--- config.mk ---
export PLATFORM = sky130hd
export DESIGN_NAME = sar_burst_avg
export DESIGN_NICKNAME = d
export VERILOG_FILES = /design/src/rtl/sar_pkg.sv /design/src/rtl/sar_watchdog.sv /design/src/rtl/sar_burst_avg.sv
export SDC_FILE = /design/constraint.sdc
export NUM_CORES = 1
export LEC_CHECK = 0
export BUFFER_PORTS_ARGS = -buffer_cell sky130_fd_sc_hd__buf_2
export CAP_MARGIN = 20
export CORE_MARGIN = 3
export CORE_UTILIZATION = 50
export DETAILED_ROUTE_END_ITERATION = 10
export PLACE_DENSITY = 0.86
export REMOVE_ABC_BUFFERS = 1
export SLEW_MARGIN = 5
export SYNTH_ARGS = -nofsm -noshare
export SYNTH_HDL_FRONTEND = slang
export SYNTH_SLANG_ARGS = --single-unit
--- constraint.sdc ---
create_clock -name f100m_clk -period 1.89 [get_ports f100m_clk]
set_clock_uncertainty 0.15 [all_clocks]
set_input_delay 0.0945 -clock f100m_clk [delete_from_list [all_inputs] [get_ports f100m_clk]]
set_output_delay 0.0945 -clock f100m_clk [all_outputs]
set_load 0.03 [all_outputs]
--- src/rtl/sar_pkg.sv ---
// -----------------------------------------------------------------------------
// sar_pkg
// Shared definitions for the SAR burst-averaging sequencer:
//   - default NBIT / LOG2_AVG / TIMEOUT values
//   - sequencer state encoding
//   - result record {data, err, warn} at the default code width
// -----------------------------------------------------------------------------
package sar_pkg;

   localparam int SAR_NBIT     = 10;
   localparam int SAR_LOG2_AVG = 2;
   localparam int SAR_TIMEOUT  = 64;

   typedef enum logic [1:0] {
      ST_IDLE = 2'd0,
      ST_SOC  = 2'd1,
      ST_WAIT = 2'd2,
      ST_OUT  = 2'd3
   } sar_state_e;

   typedef struct packed {
      logic [SAR_NBIT-1:0] data;
      logic                err;
      logic                warn;
   } sar_res_t;

endpackage

--- src/rtl/sar_watchdog.sv ---
// -----------------------------------------------------------------------------
// sar_watchdog
// Saturating cycle counter guarding one SAR conversion.
//   f100m_clk  in   system clock
//   rstb       in   asynchronous active-low reset
//   i_clr      in   synchronous clear (takes priority over i_en)
//   i_en       in   count enable, one count per enabled cycle
//   o_tc       out  high while enabled and the count sits at TIMEOUT-1
// -----------------------------------------------------------------------------
module sar_watchdog #(
   parameter int TIMEOUT = 64
) (
   input  logic f100m_clk,
   input  logic rstb,
   input  logic i_clr,
   input  logic i_en,
   output logic o_tc
);

   localparam int            WW = $clog2(TIMEOUT);
   localparam logic [WW-1:0] TC = WW'(TIMEOUT - 1);

   logic [WW-1:0] r_cnt;

   always_ff @(posedge f100m_clk or negedge rstb) begin
      if (!rstb) begin
         r_cnt <= '0;
      end else if (i_clr) begin
         r_cnt <= '0;
      end else if (i_en && (r_cnt != TC)) begin
         r_cnt <= r_cnt + WW'(1);
      end
   end

   // Gated with the enable so the terminal count only means something while
   // a conversion is actually outstanding.
   assign o_tc = i_en && (r_cnt == TC);

endmodule

--- src/rtl/sar_burst_avg.sv ---
// -----------------------------------------------------------------------------
// sar_burst_avg
// Conversion sequencer above the resynchronised SAR handshake. Issues soc
// pulses, accumulates 2^LOG2_AVG codes, and presents the truncated average
// with sticky err/warn status on a valid/ready interface. A watchdog aborts
// a burst whose eoc does not arrive within TIMEOUT cycles of soc.
//   f100m_clk  in   system clock
//   rstb       in   asynchronous active-low reset
//   start      in   one-cycle single-burst request (ignored while busy)
//   cont       in   continuous burst mode while high
//   soc        out  one-cycle start-of-conversion pulse
//   eoc        in   one-cycle end-of-conversion pulse (resynchronised)
//   err        in   one-cycle SAR error pulse (resynchronised)
//   warn       in   one-cycle SAR warning pulse (resynchronised)
//   code       in   SAR result, stable while eoc is high
//   res_data   out  averaged result
//   res_err    out  an err pulse was seen during the burst
//   res_warn   out  a warn pulse was seen during the burst
//   res_valid  out  result available
//   res_ready  in   consumer accepts the result
//   busy       out  sequencer not idle
//   timeout    out  one-cycle pulse when a burst is aborted
// LOG2_AVG is meaningful over 0..6; TIMEOUT must be at least 2.
// -----------------------------------------------------------------------------
module sar_burst_avg
   import sar_pkg::*;
#(
   parameter int NBIT     = SAR_NBIT,
   parameter int LOG2_AVG = SAR_LOG2_AVG,
   parameter int TIMEOUT  = SAR_TIMEOUT
) (
   input  logic            f100m_clk,
   input  logic            rstb,
   input  logic            start,
   input  logic            cont,
   output logic            soc,
   input  logic            eoc,
   input  logic            err,
   input  logic            warn,
   input  logic [NBIT-1:0] code,
   output logic [NBIT-1:0] res_data,
   output logic            res_err,
   output logic            res_warn,
   output logic            res_valid,
   input  logic            res_ready,
   output logic            busy,
   output logic            timeout
);

   // Accumulator is wide enough for 2^LOG2_AVG full-scale codes.
   localparam int AW = NBIT + LOG2_AVG;
   // Keep the sample counter at least one bit wide for LOG2_AVG = 0.
   localparam int CW = (LOG2_AVG > 0) ? LOG2_AVG : 1;
   localparam logic [CW-1:0] LAST = CW'((1 << LOG2_AVG) - 1);

   // Result record at this instance's code width.
   typedef struct packed {
      logic [NBIT-1:0] data;
      logic            err;
      logic            warn;
   } res_t;

   sar_state_e      r_state;
   logic [AW-1:0]   r_acc;
   logic [CW-1:0]   r_cnt;
   logic            r_err_s;
   logic            r_warn_s;
   res_t            r_res;
   logic            r_res_valid;

   logic [AW-1:0]   w_sum;
   logic [NBIT-1:0] w_avg;
   logic            w_last;
   logic            w_wd_tc;
   logic            w_wd_clr;
   logic            w_wd_en;
   logic            w_abort;

   assign w_sum  = r_acc + AW'(code);
   // Divide by 2^LOG2_AVG by dropping the low bits (truncation).
   assign w_avg  = w_sum[AW-1:LOG2_AVG];
   assign w_last = (r_cnt == LAST);

   // Watchdog restarts on every soc and only runs while a conversion is
   // outstanding.
   assign w_wd_clr = (r_state == ST_SOC);
   assign w_wd_en  = (r_state == ST_WAIT);

   sar_watchdog #(
      .TIMEOUT (TIMEOUT)
   ) u_wdog (
      .f100m_clk (f100m_clk),
      .rstb      (rstb),
      .i_clr     (w_wd_clr),
      .i_en      (w_wd_en),
      .o_tc      (w_wd_tc)
   );

   // An eoc in the expiry cycle rescues the conversion, so the abort has to
   // see the live eoc rather than a registered copy.
   assign w_abort = w_wd_tc && !eoc;

   always_ff @(posedge f100m_clk or negedge rstb) begin
      if (!rstb) begin
         r_state     <= ST_IDLE;
         r_acc       <= '0;
         r_cnt       <= '0;
         r_err_s     <= 1'b0;
         r_warn_s    <= 1'b0;
         r_res       <= '0;
         r_res_valid <= 1'b0;
      end else begin
         case (r_state)
            ST_IDLE: begin
               if (start || cont) r_state <= ST_SOC;
            end

            ST_SOC: begin
               r_err_s  <= r_err_s  | err;
               r_warn_s <= r_warn_s | warn;
               r_state  <= ST_WAIT;
            end

            ST_WAIT: begin
               if (eoc) begin
                  r_acc <= w_sum;
                  if (w_last) begin
                     // Flags pulsing alongside the final eoc belong to this result.
                     r_res.data  <= w_avg;
                     r_res.err   <= r_err_s  | err;
                     r_res.warn  <= r_warn_s | warn;
                     r_res_valid <= 1'b1;
                     r_state     <= ST_OUT;
                  end else begin
                     r_cnt    <= r_cnt + CW'(1);
                     r_err_s  <= r_err_s  | err;
                     r_warn_s <= r_warn_s | warn;
                     r_state  <= ST_SOC;
                  end
               end else if (w_abort) begin
                  // Abort drops the partial burst, even in continuous mode.
                  r_acc    <= '0;
                  r_cnt    <= '0;
                  r_err_s  <= 1'b0;
                  r_warn_s <= 1'b0;
                  r_state  <= ST_IDLE;
               end else begin
                  r_err_s  <= r_err_s  | err;
                  r_warn_s <= r_warn_s | warn;
               end
            end

            ST_OUT: begin
               // Result held until taken; no soc is issued meanwhile.
               if (res_ready) begin
                  r_acc       <= '0;
                  r_cnt       <= '0;
                  r_err_s     <= 1'b0;
                  r_warn_s    <= 1'b0;
                  r_res_valid <= 1'b0;
                  r_state     <= cont ? ST_SOC : ST_IDLE;
               end
            end

            default: r_state <= ST_IDLE;
         endcase
      end
   end

   assign soc       = (r_state == ST_SOC);
   assign busy      = (r_state != ST_IDLE);
   assign timeout   = (r_state == ST_WAIT) && w_abort;
   assign res_data  = r_res.data;
   assign res_err   = r_res.err;
   assign res_warn  = r_res.warn;
   assign res_valid = r_res_valid;

endmodule

==> out/qor.yml <==
cts:
  clkSlewWorstSetupHoldPaths_ps: 70
  numClockSinks: 37
  cts-root-buf: "clkbuf_8"
  clock_tree.buffer_depth: 2
  htree_num_levels: 2
  tritoncts: "yes"
  cts_inserted_buffers: 5
  clock_latency_ps: 290
layout:
  diodes: 0
  finalCoreUtilization_pct: 69.0
  design.final.nets: 319
  share_of_post_route_cells_with_drive_strength_above_1_pct: 30.9
  fill_cells: 286
  area.growth.synth_to_final_pct: 31.0
floorplanning:
  ioPinCount: 34
  initial_core_util_pct: 52.7
  core-area_um2: 4060
  total_die_area_um2: 5100
  fp.dieW_um: 71.4
  row_count: 23
  dieHeight_um: 71.4
placed_design:
  preCtsSetupSlack_ps: -189
  place_congestion: 0.885
  post-dp-hpwl_um: 3410
  portBuffers: 33
hold_path:
  hold_path_class: "in -> reg"
  hold_path.startpoint: "code[0]"
  timing.hold.worst_path_depth: 3
  min_to: "r_acc[0]"
sta:
  setup_repair_after_global_routing_missed_its_margin: "yes"
  timing.final.crit_period_ps: 2080
  achievable_clock_frequency_ghz: 0.481
  whs_ps: 65.5
  tightest_slew_ps: 474
  slew-limit-headroom_pct: 68.4
  finalHoldViolations: 0
  final.setup.tns_ps: -711
  report.final.slew_viol_count: 0
  setup_viol: 7
  setup_ws_post_layout_ps: -189
  tcrit_tclk_final_pct: 110
power:
  p_leak_uw: 0.00136
  total_power_uw: 4030
  irDropWorstVdd_uv: 1010
  powerDensity_nw_per_um2: 1440
synth:
  number_of_synthesized_flops_with_an_enable_pin: 0
  synthDominantAreaCellType: "dfrtp_1"
  syn-mean-instance-area_um2: 9.30
  yosysSeqAreaShare_pct: 43.3
  portion_of_synthesized_cell_area_occupied_by_the_leading_cell_type_pct: 43.3
  unique_cell_type_count_in_the_yosys_netlist: 48
  ys.warnings.count: 0
  syn-cell-area_um2: 2140
  postSynthCellCount: 230
  synth-seq-cells: 37
  yosys-top-cells-area: "dfrtp_1 (43%), nand2_1 (7.2%), ha_1 (7.0%), o21ai_0 (4.9%), a21oi_1 (4.7%)"
  fraction_of_synthesis_flops_using_an_asynchronous_set_or_reset_pin_pct: 100
  synth_top_flop_cell: "dfrtp_1"
critical_path:
  critPathArrivalTime_ps: 2090
  reg2regPathDepth: 8
  worst-r2r-setup-slack_ps: -190
  worstPathRequired_ps: 1900
  worstSetupStartpointType: "flip-flop"
  end_kind: "flip-flop"
  worstSetupPathType: "reg -> reg"
  critical_path.reg2reg.startpoint: "r_acc[1]"
  r2r_end: "r_acc[10]"
  worstPathMaxFanout: 4
detailed_routing:
  firstDrtPassIters: 4
  route.final.wire_length_um: 5190
  via_per_inst: 5.74
  via_count: 1941
  final_antenna_net_count: 0
  dr.first_iter.drc_count: 160
  remaining_drc_errors: 0
  routedWlPerCell_um: 15.3
global_routing:
  grt_antenna_before_repair: 0
  grt_first_pass_wirelength_um: 8510
  first_global_vias: 1892
  total_congestion_overflow: 0
  grt_start_max_net_pins: 38
  groute.usage.overall_pct: 21.0
run:
  max_cap_violations: 0
outcome:
  violations: "setup timing"
  status: "complete, but fails checks"
-- layout make-up --
type | instances | area, µm² | area share (%)
Sequential cell | 37 | 926 | 33.1
Clock buffer | 7 | 86.3 | 3.08
Multi-Input combinational cell | 176 | 1270 | 45.5
Timing Repair Buffer | 60 | 423 | 15.1
Tap cell | 50 | 62.6 | 2.23
Inverter | 8 | 30.0 | 1.07
-- worst max-delay path by stage --
stage                        start           to  slack, ps  depth (start not counted)
final                     r_acc[1]    r_acc[10]       -190                          8
after global routing      r_acc[1]    r_acc[10]       -270                          8
after CTS                 r_acc[0]  res_data[9]       -120                          7
after detailed placement  r_acc[0]  res_data[8]       -190                          8
after global placement    r_acc[0]  res_data[8]       -110                          8
after floorplan           r_acc[0]  res_data[8]        -90                          8
-- power breakdown --
group          total [µW]  internal (µW)  switching (µW)
Sequential           1250           1060             196
Clock                 556            289             266
Combinational        2220            944            1280
-- cells by family (layout without fill, tap and decap cells) --
logic type,Yosys count,after routing,synth area share (%)
AOI/OAI and AO/OA,81,81,24.7
and+or+nand+nor,73,73,16.6
DFF,37,37,43.3
buffers and inverters,17,75,3.80
adders and majority gates,13,13,7.96
xor gates and xnor gates,9,9,3.69
-- flip-flops by register name, indices dropped and copies added, names as in the netlist --
signal	flops
r_warn_s	1
u_wdog.r_cnt	6
res_err	1
res_valid	1
r_acc	12
res_warn	1
r_err_s	1
res_data	10
r_state	2
r_cnt	2
-- cells in the mapped netlist, types with 2 or more instances --
cell	n
xor2_1	5
nor2b_1	2
a41oi_1	2
o31ai_1	2
nor2_1	8
nand4_1	3
ha_1	12
nand3_1	3
a22o_1	4
o21ai_0	21
o21a_1	2
o211ai_1	2
inv_1	8
buf_2	5
a31oi_1	3
nand2b_1	4
a211o_1	2
xnor2_1	4
nand2_1	41
dfrtp_1	37
o21ai_1	7
a21oi_1	20
a21o_1	7
or3_1	2
-- worst max-delay path: stages (launching register included) --
cell and delay [ps]:
dfrtp_1 420, buf_4 140, inv_2 30, fa_2 360, nand2b_4 150, a21o_4 230, a21oi_2 210, nand4b_1 150
o211ai_1 100
-- timing repair --
action                                 in CTS  in global routing
setup buffers                               2                  3
resized for setup                          16                 19
cloned                                      0                  0
hold buffers                                8                  0
endpoints found under the hold margin      44                  0
pin swaps                                  12                 12
setup endpoints to repair                  14                 16
-- layout by cell type, fill, tap and decap left out, types with 3 or more instances in the layout --
cell type	n
xor2_1	3
o21ai_1	13
a21oi_2	5
ha_4	3
a21o_1	6
nand4_1	3
inv_1	6
nor2_1	8
nand2_1	40
clkbuf_8	6
a31oi_1	3
buf_4	16
buf_2	32
a22o_1	4
o21ai_0	15
dlygate4sd3_1	8
dfrtp_1	37
ha_1	8
a21oi_1	14
nand2b_1	3
-- metal layers --
layer	GRT usage (%)	wire length [µm]	vias to the layer above
met5	0	0	-
met4	8.56	92	0
met3	5.33	290	13
met2	32.3	2400	70
met1	28.3	2400	925
li1	-	-	933
-- metrics by stage --
stage,instance area [µm²],instances
5_1_grt,2800,338
3_5_place_dp,2460,320
2_1_floorplan,2090,221
6_report,2800,338
4_1_cts,2700,336
3_3_place_gp,2460,320
No activity file was read; power rests on OpenSTA's default activity.
